`src/rtl/cursor_ctrl_if.sv`:
```
// cursor_ctrl_if: push-button inputs and cursor position/status outputs of cursor_ctrl.
interface cursor_ctrl_if;
   logic       btn_up;
   logic       btn_down;
   logic       btn_left;
   logic       btn_right;
   logic [2:0] row;
   logic [2:0] col;
   logic       moved;
   logic       blocked;
   modport master (
      output btn_up, btn_down, btn_left, btn_right,
      input  row, col, moved, blocked
   );
   modport slave (
      input  btn_up, btn_down, btn_left, btn_right,
      output row, col, moved, blocked
   );
endinterface

```
`src/rtl/cursor_ctrl.sv`:
```
// cursor_ctrl: 7x5 cursor driven by push-buttons with hold-then-auto-repeat stepping.
// Define CURSOR_WRAP_EN to wrap around matrix edges instead of refusing the step.
module cursor_ctrl #(
   parameter int unsigned HOLD_CYCLES   = 25000000,
   parameter int unsigned REPEAT_CYCLES = 5000000
) (
   input logic          clk,
   input logic          rst,
   cursor_ctrl_if.slave bus
);
   localparam logic [25:0] HOLD_LAST = 26'(HOLD_CYCLES - 1);
   localparam logic [25:0] REP_LAST  = 26'(REPEAT_CYCLES - 1);
   typedef enum logic [1:0] {IDLE, HOLD, REPEAT} state_t;
   state_t      state;
   logic [3:0]  sync1, btn_s, dir, sdir;
   logic [25:0] cnt;
   logic [2:0]  row_q, col_q, nrow, ncol;
   logic        moved_q, blocked_q, one_hot, step, blk;
   logic        up, down, left, right;
   assign bus.row     = row_q;
   assign bus.col     = col_q;
   assign bus.moved   = moved_q;
   assign bus.blocked = blocked_q;
   always_comb begin
      one_hot = (btn_s != 4'd0) && ((btn_s & (btn_s - 4'd1)) == 4'd0);
      step    = state == IDLE ? one_hot :
                state == HOLD ? (btn_s == dir) && (cnt == HOLD_LAST) :
                                (btn_s == dir) && (cnt == REP_LAST);
      sdir    = state == IDLE ? btn_s : dir;
      {up, down, left, right} = sdir;
   end
`ifdef CURSOR_WRAP_EN
   always_comb begin
      blk  = 1'b0;
      nrow = up    ? (row_q == 3'd0 ? 3'd6 : row_q - 3'd1) :
             down  ? (row_q == 3'd6 ? 3'd0 : row_q + 3'd1) : row_q;
      ncol = left  ? (col_q == 3'd0 ? 3'd4 : col_q - 3'd1) :
             right ? (col_q == 3'd4 ? 3'd0 : col_q + 3'd1) : col_q;
   end
`else
   always_comb begin
      blk  = (up && row_q == 3'd0) || (down && row_q == 3'd6) ||
             (left && col_q == 3'd0) || (right && col_q == 3'd4);
      nrow = up ? row_q - 3'd1 : down ? row_q + 3'd1 : row_q;
      ncol = left ? col_q - 3'd1 : right ? col_q + 3'd1 : col_q;
   end
`endif
   always_ff @(posedge clk) begin
      if (rst) begin
         sync1     <= '0;
         btn_s     <= '0;
         dir       <= '0;
         cnt       <= '0;
         state     <= IDLE;
         row_q     <= '0;
         col_q     <= '0;
         moved_q   <= 1'b0;
         blocked_q <= 1'b0;
      end else begin
         sync1     <= {bus.btn_up, bus.btn_down, bus.btn_left, bus.btn_right};
         btn_s     <= sync1;
         moved_q   <= step && !blk;
         blocked_q <= step && blk;
         if (step && !blk) begin
            row_q <= nrow;
            col_q <= ncol;
         end
         case (state)
            IDLE: if (one_hot) begin
               dir   <= btn_s;
               cnt   <= '0;
               state <= HOLD;
            end
            HOLD: if (btn_s != dir) begin
               cnt   <= '0;
               state <= IDLE;
            end else if (cnt == HOLD_LAST) begin
               cnt   <= '0;
               state <= REPEAT;
            end else cnt <= cnt + 26'd1;
            default: if (btn_s != dir) begin
               cnt   <= '0;
               state <= IDLE;
            end else if (cnt == REP_LAST) cnt <= '0;
            else cnt <= cnt + 26'd1;
         endcase
      end
   end
endmodule

```
`src/flat_wrapper.sv`:
```
// flat-port wrapper written by rule: the top's interface ports become plain ports
module cursor_ctrl_flat 
#(
   parameter int unsigned HOLD_CYCLES   = 25000000,
   parameter int unsigned REPEAT_CYCLES = 5000000
)
  (clk, rst, bus_btn_up, bus_btn_down, bus_btn_left, bus_btn_right, bus_row, bus_col, bus_moved, bus_blocked);
  cursor_ctrl_if bus_i ();
  input logic clk;
  input logic rst;
  input wire logic [$bits(bus_i.btn_up)-1:0] bus_btn_up;
  input wire logic [$bits(bus_i.btn_down)-1:0] bus_btn_down;
  input wire logic [$bits(bus_i.btn_left)-1:0] bus_btn_left;
  input wire logic [$bits(bus_i.btn_right)-1:0] bus_btn_right;
  output wire logic [$bits(bus_i.row)-1:0] bus_row;
  output wire logic [$bits(bus_i.col)-1:0] bus_col;
  output wire logic [$bits(bus_i.moved)-1:0] bus_moved;
  output wire logic [$bits(bus_i.blocked)-1:0] bus_blocked;
  assign bus_i.btn_up = bus_btn_up;
  assign bus_i.btn_down = bus_btn_down;
  assign bus_i.btn_left = bus_btn_left;
  assign bus_i.btn_right = bus_btn_right;
  assign bus_row = bus_i.row;
  assign bus_col = bus_i.col;
  assign bus_moved = bus_i.moved;
  assign bus_blocked = bus_i.blocked;
  cursor_ctrl #(.HOLD_CYCLES(HOLD_CYCLES), .REPEAT_CYCLES(REPEAT_CYCLES)) u_core (.clk(clk), .rst(rst), .bus(bus_i));
endmodule
```
`config.mk`:
```
export PLATFORM = sky130hd
export DESIGN_NAME = cursor_ctrl_flat
export DESIGN_NICKNAME = d
export VERILOG_FILES = /design/src/rtl/cursor_ctrl_if.sv /design/src/rtl/cursor_ctrl.sv /design/src/flat_wrapper.sv
export SDC_FILE = /design/constraint.sdc
export NUM_CORES = 1
export LEC_CHECK = 0
export BUFFER_PORTS_ARGS = -buffer_cell sky130_fd_sc_hd__buf_2
export CORE_MARGIN = 5
export CORE_UTILIZATION = 60
export DETAILED_ROUTE_END_ITERATION = 8
export PLACE_DENSITY_LB_ADDON = 0.3
export SLEW_MARGIN = 20
export SYNTH_ARGS = -nofsm -noshare
export SYNTH_HDL_FRONTEND = slang
export SYNTH_SLANG_ARGS = --single-unit
```
`constraint.sdc`:
```
create_clock -name clk -period 3.04 [get_ports clk]
set_clock_uncertainty 0.2 [all_clocks]
set_input_delay 0.152 -clock clk [delete_from_list [all_inputs] [get_ports clk]]
set_output_delay 0.152 -clock clk [all_outputs]
set_load 0.01 [all_outputs]
```
==> flow_metrics.env, run 1 <==
export IMPL_n_antenna_cell=0
export IMPL_grt_setup_unrepaired="no"
export IMPL_syn_inst=267
export IMPL_crit_path_end_kind="register"
export IMPL_vdd_drop_max_mv=0.264
export IMPL_drc=0
export IMPL_numCtsBuffers=5
export IMPL_gp_congestion=0.812
export IMPL_ant_nets=0
export IMPL_clock_path_buffers=2
export IMPL_synth_common_cells="dfxtp_1 (48), nor2_1 (44), xnor2_1 (21)"
export IMPL_drive_gt1_share_pct=13.4
export IMPL_cp_arrival_ns=2.70
export IMPL_cp_slowest_cell="or4_4"
export IMPL_drt_iter0_drc=133
export IMPL_synth_nets=276
export IMPL_area_growth_pct=11.0
export IMPL_cts_sinks=48
export IMPL_drtPass1Iterations=4
export IMPL_synth_top_family_by_area="simple AND/OR/NAND/NOR gates"
export IMPL_fp_dieArea_sq_um=5370
export IMPL_synth_ff_type="dfxtp_1"
export IMPL_tightest_slew_ns=0.691
export IMPL_leakage_nw=0.909
export IMPL_initial_core_util_pct=60.9
export IMPL_fmax_mhz=375
export IMPL_maxSlewHeadroom_pct=53.8
export IMPL_hold_viol_final=0
export IMPL_hold_class="in -> reg"
export IMPL_cts_max_level=2
export IMPL_synth_mux_area_share_pct=6.20
export IMPL_synthDistinctLibCells=44
export IMPL_routed_wl_mm=4.46
export IMPL_setup_tns_ns=0
export IMPL_crit_family="simple AND/OR/NAND/NOR gates"
export IMPL_globalRouteOverflowTotal=0
export IMPL_coreArea_sq_um=3940
export IMPL_cts_tree="yes"
export IMPL_hold_start="rst"
export IMPL_syn_cell_area_sq_um=2400
export IMPL_clock_latency_ns=0.30
export IMPL_grt_pass1_vias=1800
export IMPL_yosysTopAreaCell="dfxtp_1"
export IMPL_setup_ws_ns=0.374
export IMPL_rr_worst_depth=7
export IMPL_crit_fanout=8
export IMPL_clk_pin_slew_ns=0.09
export IMPL_portBuffers=13
export IMPL_yosysMostFrequentCell="dfxtp_1"
export IMPL_min_period_over_period_pct=87.7
export IMPL_hold_path_endpoint="u_core.dir[2]"
export IMPL_timing_critical_path_buf_inv=0
export IMPL_path_class="reg -> reg"
export IMPL_holdPathStages=2
export IMPL_cpPeakStageDelay_ns=0.55
export IMPL_synth_edf_count=0
export IMPL_dr_total_vias=1861
export IMPL_cap_violations=0
export IMPL_reg2reg_to="u_core.bus.col[2]"
export IMPL_r2r_slack_ns=0.37
export IMPL_root_buffer="clkbuf_8"
export IMPL_pre_cts_ws_ns=0.417
export IMPL_hpwl_mm=3.13
export IMPL_detail_route_wl_per_cell_um=13.3
export IMPL_cp_cell_sequence="ha_1, nand2_1, or4_4, o32ai_4, a21boi_4, or4_1, a21oi_1"
export IMPL_synth_simple_area_share_pct=29.8
export IMPL_fin_nets=292
export IMPL_grt_start_max_net_pins=28
export IMPL_r2r_start="u_core.cnt[0]"
export IMPL_rows=23
export IMPL_grt_antenna_before_repair=0
export IMPL_status="finished, final reports clean"
export IMPL_synth_compound_area_share_pct=7.82
export IMPL_synthArstFlopShare_pct=0
export IMPL_io_pins=14
export IMPL_power_density_nw_per_um2=482
export IMPL_critPathRequiredTime_ns=3.08
export IMPL_die_w_um=73.3
export IMPL_synth_adder_area_share_pct=2.19
export IMPL_die_h_um=73.3
export IMPL_finalMaxSlewViolations=0
export IMPL_synth_xor_area_share_pct=10.9
export IMPL_post_cts_buffers=0
export IMPL_start_kind="register"
export IMPL_setup_viol=0
export IMPL_ys_ff_latch=48
export IMPL_viasPerCell=5.57
export IMPL_grt_pass1_wl_mm=7.80
export IMPL_ys_top_cells_by_area="dfxtp_1 (40%), xnor2_1 (7.7%), nor2_1 (6.9%), nor4_1 (3.6%), xor2_1 (3.3%)"
export IMPL_syn_avg_cell_area_sq_um=8.99
export IMPL_yosysTopAreaCellShare_pct=40.0
export IMPL_seq_area_frac_synth_pct=40.0
export IMPL_yosys_warnings=0
export IMPL_period_minus_slack_ns=2.67
export IMPL_grt_usage_pct=18.2
cell type report:
type / count / area [sq um]
Tap cell: 50 / 62.6
Fill cell: 295 / 1280
Inverter: 9 / 33.8
Sequential cell: 48 / 961
Clock buffer: 6 / 82.6
Clock inverter: 2 / 38.8
Multi-Input combinational cell: 200 / 1370
Timing Repair Buffer: 19 / 120
cells by family (layout without fill, tap and decap cells):
group,after synthesis,after routing
multiplexers,14,14
adder cells (fa/ha/maj),3,3
buffers and inverters,19,36
XOR/XNOR,30,30
flip-flops,48,48
AND/OR/NAND/NOR,132,132
AO/OA/AOI/OAI,21,21
power breakdown:
group	internal [mW]	total (mW)	switching (mW)
clock network	0.269	0.477	0.209
registers	0.644	0.661	0.0172
logic	0.0567	0.146	0.0890
total	0.970	1.28	0.315
worst register-to-register path, stage by stage, from the launching register on:
cell and delay (ns):
dfxtp_1 0.43, ha_1 0.33, nand2_1 0.13, or4_4 0.55
o32ai_4 0.16, a21boi_4 0.13, or4_1 0.52, a21oi_1 0.14
metrics by stage:
step | power [mW] | cells | hold slack [ns] | cell area, sq um | utilization [%]
3_5_place_dp | 0.819 | 322 | 0.164 | 2500 | 63.5
3_3_place_gp | 0.815 | 322 | 0.163 | 2500 | 63.5
4_1_cts | 1.30 | 334 | 0.0670 | 2670 | 67.6
6_report | 1.28 | 334 | 0.0704 | 2670 | 67.6
5_1_grt | 1.34 | 334 | 0.0949 | 2670 | 67.6
2_1_floorplan | 0.789 | 267 | 0.0802 | 2400 | -
routing by layer:
layer,track usage [%],share of wire [%]
met3,2.87,2.3
met2,30.0,49
met1,23.0,47
met4,9.02,1.6
met5,0,0
what timing repair did:
| item | in CTS | in global routing |
|---|---|---|
| hold buffers | 4 | 0 |
| hold endpoints to repair | 4 | 0 |
| resized for setup | 0 | 0 |
cell usage in the layout (no fill, tap or decap), types with 3 or more instances in the layout:
cell / instances
dfxtp_1: 48
nor2_1: 44
xnor2_1: 21
nor4_1: 14
nand2_1: 13
buf_2: 13
nor2b_1: 12
nand4_1: 10
nand3_1: 10
xor2_1: 9
inv_1: 8
mux2i_1: 7
a21oi_1: 7
nor3_1: 6
clkbuf_8: 6
mux2_2: 4
nor4b_1: 4
dlygate4sd3_1: 4
nor3b_1: 3
nand2b_1: 3
or4_1: 3
mux2_1: 3
sequential cells by signal, indices dropped and copies added, names as in the netlist:
signal              flops
u_core.sync1            4
u_core.bus.col          3
u_core.cnt             26
u_core.bus.blocked      1
u_core.state            2
u_core.btn_s            4
u_core.bus.moved        1
u_core.dir              4
u_core.bus.row          3
worst max-delay path by stage:
stage,from,end,slack (ns),cells after the start
2_1_floorplan,u_core.cnt[13],u_core.bus.row[2],0.62,6
3_3_place_gp,u_core.cnt[0],u_core.bus.row[2],0.45,7
3_5_place_dp,u_core.cnt[0],u_core.bus.row[0],0.42,7
4_1_cts,u_core.cnt[0],u_core.bus.col[2],0.39,7
5_1_grt,u_core.cnt[0],u_core.bus.row[2],0.22,7
6_report,u_core.cnt[0],u_core.bus.col[2],0.37,7
(Power assumes the default switching activity.)
==> run 2, diff against run 1 <==
Settings changed: CORE_MARGIN 5 to 2.
==> run 2 against run 1 <==
Sequential cell count stayed put. Clock power decreased by 2%. Critical endpoint unchanged. Critical path type unchanged. First-iteration DRC count is 14% higher. Final cell count fell by 0.60%. Utilization rose by 3.4 points. Via count rose by 3.2%. Power shrank 0.53%. Die area decreased by 16%. Largest power group unchanged. Register-to-register slack about the same.
==> flow_metrics.env, run 2 (synthesis gave the netlist of run 1 again) <==
export IMPL_wl_met1_mm=2.09
export IMPL_vdd_drop_max_mv=0.252
export IMPL_drc=0
export IMPL_setup_tns_ns=0
export IMPL_routed_wl_mm=4.57
export IMPL_status="finished, final reports clean"
export IMPL_clk_pin_slew_ns=0.09
export IMPL_initial_core_util_pct=64.1
export IMPL_period_minus_slack_ns=2.68
export IMPL_fin_area_sq_um=2660
export IMPL_hpwl_mm=3.14
export IMPL_comb_power_share_pct=11.5
export IMPL_ant_nets=0
export IMPL_drive_gt1_share_pct=13.4
export IMPL_instances_no_fill=332
export IMPL_pwr_share_clk_pct=36.7
export IMPL_crit_path_end_kind="register"
export IMPL_met2WireLength_mm=2.25
export IMPL_setup_viol=0
export IMPL_top_layer_used="met4"
export IMPL_cts_resized=0
export IMPL_regMostFlops="u_core.cnt"
export IMPL_critPathRequiredTime_ns=3.08
export IMPL_grt_setup_unrepaired="no"
export IMPL_detail_route_wl_per_cell_um=13.8
export IMPL_power_density_nw_per_um2=481
export IMPL_fmax_mhz=373
export IMPL_clock_path_buffers=2
export IMPL_rows=22
export IMPL_die_h_um=67.3
export IMPL_ctsHoldBuffers=4
export IMPL_n_antenna_cell=0
export IMPL_fp_dieArea_sq_um=4520
export IMPL_maxSlewHeadroom_pct=56.3
export IMPL_io_pins=14
export IMPL_seqPwrFrac_pct=51.7
export IMPL_holdWs_ns=0.0776
export IMPL_area_growth_pct=10.7
export IMPL_start_kind="register"
export IMPL_cap_violations=0
export IMPL_min_period_over_period_pct=88.2
export IMPL_tightest_slew_ns=0.653
export IMPL_hold_class="in -> reg"
export IMPL_hold_viol_final=0
export IMPL_portBuffers=13
export IMPL_dp_cells=320
export IMPL_grt_antenna_before_repair=0
export IMPL_path_class="reg -> reg"
export IMPL_final_fill_count=311
export IMPL_place_area_sq_um=2500
export IMPL_p_sw_mw=0.328
export IMPL_dr_total_vias=1920
export IMPL_post_cts_buffers=0
export IMPL_drt_iter0_drc=151
export IMPL_coreArea_sq_um=3740
export IMPL_globalRouteOverflowTotal=0
export IMPL_grt_pass1_wl_mm=7.94
export IMPL_leakage_nw=0.905
export IMPL_cts_max_level=2
export IMPL_finalMaxSlewViolations=0
export IMPL_intPower_mw=0.949
export IMPL_cp_arrival_ns=2.72
export IMPL_grt_pass1_vias=1759
export IMPL_cts_sinks=48
export IMPL_cts_tree="yes"
export IMPL_root_buffer="clkbuf_8"
export IMPL_fin_nets=292
export IMPL_switching_share_pct=25.7
export IMPL_largest_register_ffs=26
export IMPL_die_w_um=67.3
export IMPL_numCtsBuffers=5
export IMPL_drtPass1Iterations=4
export IMPL_setup_ws_ns=0.359
export IMPL_viasPerCell=5.78
export IMPL_crit_fanout=8
export IMPL_grt_usage_pct=23.1
export IMPL_gp_congestion=0.865
export IMPL_final_cell_mix="dfxtp_1 (48), nor2_1 (44), xnor2_1 (21)"
export IMPL_pre_cts_ws_ns=0.450
export IMPL_grt_start_max_net_pins=28
export IMPL_clock_latency_ns=0.30
export IMPL_final_common_cell="dfxtp_1"
export IMPL_dr_wl_met3_um=166
## run 2: through the flow
stage	utilization (%)	total power, mW
floorplan	-	0.789
CTS	71.0	1.28
global placement	66.8	0.815
detailed placement	66.8	0.820
finish	71.0	1.28
global route	71.0	1.33
## run 2: routing by layer
metal | vias up | track usage [%]
li1 | 965 | -
met1 | 911 | 28.5
met2 | 37 | 40.2
met3 | 7 | 4.50
met4 | 0 | 7.65
met5 | - | 0
## run 2: cell type report
cell class	instances	area, sq um	share of cell area, %
multi-input cells	200	1370	51.4
flip-flops and latches	48	961	36.2
repair buffers	19	120	4.52
clock buffers	5	68.8	2.59
well taps	48	60.1	2.26
clock inverters	3	47.5	1.79
inverters	9	33.8	1.27
## run 2: path summary, 6_finish.rpt
check,from,endpoint,slack [ns],depth (start not counted)
setup reg to reg,u_core.cnt[15],u_core.bus.col[2],0.36,6
hold reg to reg,u_core.sync1[2],u_core.btn_s[2],0.25,1
hold / removal,rst,u_core.dir[0],0.08,2
setup / recovery,u_core.cnt[15],u_core.bus.col[2],0.36,6
## run 2: power groups by stage
stage                     logic [mW]  clock network (mW)  registers, mW
after floorplan                0.114                   0          0.674
after global placement         0.140                   0          0.675
after detailed placement       0.144                   0          0.676
after CTS                      0.148               0.474          0.661
after global routing           0.164               0.498          0.665
final                          0.147               0.469          0.661
## run 2: critical path: stages, from the launching register on
cell and delay (ns):
dfxtp_1 0.36, nor4b_1 0.59, nand4_1 0.30, o32ai_4 0.37, a21boi_4 0.13, or4_1 0.52
a21oi_1 0.15
==> run 3, diff against run 2 <==
Settings changed: BUFFER_PORTS_ARGS -buffer_cell sky130_fd_sc_hd__buf_2 to -buffer_cell sky130_fd_sc_hd__buf_4.
==> run 3 against run 2 <==
Non-clock buffer count rose by 1. Via count fell by 1.7%. Wire length shrank 1.1%. Sequential power hardly changed. Register-to-register slack improved by 0.05 ns. Final cell count grew 0.30%. Combinational power increased by 3%. Utilization up 0.90 points. Largest cell class unchanged.
==> flow_metrics.env, run 3 (synthesis gave the netlist of run 1 again) <==
export IMPL_cp_arrival_ns=2.65
export IMPL_period_minus_slack_ns=2.63
export IMPL_ant_nets=0
export IMPL_cpPeakStageDelay_ns=0.54
export IMPL_r2r_slack_ns=0.41
export IMPL_r2r_start="u_core.cnt[0]"
export IMPL_cp_slowest_cell="or4_4"
export IMPL_clock_path_buffers=2
export IMPL_grt_start_max_net_pins=28
export IMPL_regMostFlops="u_core.cnt"
export IMPL_vdd_drop_max_mv=0.311
export IMPL_hold_viol_final=0
export IMPL_crit_fanout=8
export IMPL_holdPathStages=1
export IMPL_p_sw_mw=0.311
export IMPL_power_density_nw_per_um2=469
export IMPL_gp_congestion=0.856
export IMPL_hpwl_mm=3.12
export IMPL_seqPwrFrac_pct=52.5
export IMPL_hold_class="reg -> reg"
export IMPL_min_period_over_period_pct=86.4
export IMPL_globalRouteOverflowTotal=0
export IMPL_area_growth_pct=12.1
export IMPL_dp_cells=320
export IMPL_instances_no_fill=333
export IMPL_viasPerCell=5.67
export IMPL_fp_dieArea_sq_um=4520
export IMPL_tightest_slew_ns=0.637
export IMPL_clock_latency_ns=0.30
export IMPL_clk_pin_slew_ns=0.09
export IMPL_final_cell_mix="dfxtp_1 (48), nor2_1 (44), xnor2_1 (21)"
export IMPL_die_w_um=67.3
export IMPL_setup_tns_ns=0
export IMPL_rows=22
export IMPL_cap_violations=0
export IMPL_hold_start="u_core.sync1[3]"
export IMPL_rr_worst_depth=7
export IMPL_routed_wl_mm=4.52
export IMPL_leakage_nw=0.910
export IMPL_start_kind="register"
export IMPL_io_pins=14
export IMPL_cts_sinks=48
export IMPL_cts_tree="yes"
export IMPL_final_common_cell="dfxtp_1"
export IMPL_critPathRequiredTime_ns=3.07
export IMPL_intPower_mw=0.950
export IMPL_crit_cells=7
export IMPL_fin_nets=293
export IMPL_setup_viol=0
export IMPL_drtPass1Iterations=5
export IMPL_largest_register_ffs=26
export IMPL_reg2reg_to="u_core.bus.row[2]"
export IMPL_switching_share_pct=24.6
export IMPL_fmax_mhz=381
export IMPL_maxSlewHeadroom_pct=57.4
export IMPL_grt_antenna_before_repair=0
export IMPL_dr_total_vias=1887
export IMPL_numCtsBuffers=5
export IMPL_cts_max_level=2
export IMPL_finalMaxSlewViolations=0
export IMPL_drt_iter0_drc=85
export IMPL_drive_gt1_share_pct=13.0
export IMPL_portBuffers=13
export IMPL_grt_setup_unrepaired="no"
export IMPL_ctsHoldBuffers=5
export IMPL_drc=0
export IMPL_cp_cell_sequence="ha_1, nand2_1, or4_4, o32ai_4, a21boi_4, or4_1, a21oi_1"
export IMPL_status="finished, final reports clean"
export IMPL_coreArea_sq_um=3740
export IMPL_cts_resized=0
export IMPL_grt_pass1_vias=1822
export IMPL_crit_path_end_kind="register"
export IMPL_n_antenna_cell=0
export IMPL_comb_power_share_pct=12.0
export IMPL_post_cts_buffers=0
export IMPL_pwr_share_clk_pct=35.5
export IMPL_hold_path_endpoint="u_core.btn_s[3]"
export IMPL_final_fill_count=300
export IMPL_timing_critical_path_buf_inv=0
export IMPL_grt_usage_pct=22.9
export IMPL_crit_family="simple AND/OR/NAND/NOR gates"
export IMPL_path_class="reg -> reg"
export IMPL_root_buffer="clkbuf_8"
export IMPL_initial_core_util_pct=64.1
export IMPL_detail_route_wl_per_cell_um=13.6
export IMPL_die_h_um=67.3
export IMPL_grt_pass1_wl_mm=7.94
run 3: cell types whose count changed in the layout (fill, tap and decap cells not counted):
cell,delta
buf_2,-13
buf_4,+13
clkinv_4,-2
clkbuf_1,+1
clkinv_2,+1
dlygate4sd3_1,+1
run 3: through the flow:
stage / cell area (sq um) / hold slack [ns] / utilization [%] / total power, mW / worst slack [ns]
floorplan: 2400 / 0.0802 / - / 0.789 / 0.620
global placement: 2530 / 0.161 / 67.7 / 0.819 / 0.534
finish: 2690 / 0.240 / 71.9 / 1.26 / 0.414
detailed placement: 2530 / 0.171 / 67.7 / 0.823 / 0.454
CTS: 2690 / 0.245 / 71.9 / 1.27 / 0.408
global route: 2690 / 0.265 / 71.9 / 1.32 / 0.236
run 3: worst max-delay path by stage:
stage	startpoint	end	slack [ns]
6_report	u_core.cnt[0]	u_core.bus.row[2]	0.41
5_1_grt	u_core.cnt[15]	u_core.cnt[15]	0.24
4_1_cts	u_core.cnt[0]	u_core.bus.row[2]	0.41
3_5_place_dp	u_core.cnt[0]	u_core.bus.col[2]	0.45
3_3_place_gp	u_core.cnt[0]	u_core.bus.row[2]	0.53
2_1_floorplan	u_core.cnt[13]	u_core.bus.row[2]	0.62
run 3: cell type report:
type | instances | area, sq um | share of cell area (%)
inverter | 9 | 33.8 | 1.26
clock inverter | 2 | 35.0 | 1.30
tap | 48 | 60.1 | 2.23
timing repair buffer | 20 | 163 | 6.04
sequential | 48 | 961 | 35.7
multi-input combinational | 200 | 1370 | 50.8
clock buffer | 6 | 72.6 | 2.70
run 3: power groups by stage:
| stage | logic, mW | registers (mW) | clock network [mW] |
|---|---|---|---|
| finish | 0.151 | 0.662 | 0.448 |
| global route | 0.166 | 0.665 | 0.485 |
| CTS | 0.152 | 0.662 | 0.459 |
| detailed placement | 0.146 | 0.677 | 0 |
| global placement | 0.144 | 0.675 | 0 |
| floorplan | 0.114 | 0.674 | 0 |
run 3: per-layer routing:
layer	share of wire [%]	wire, um	up-vias	track usage [%]
li1	-	-	968	-
met2	50	2250	26	40.7
met4	1.5	68	0	8.42
met5	0	0	-	0
met3	2.9	131	6	4.67
met1	46	2070	887	27.1
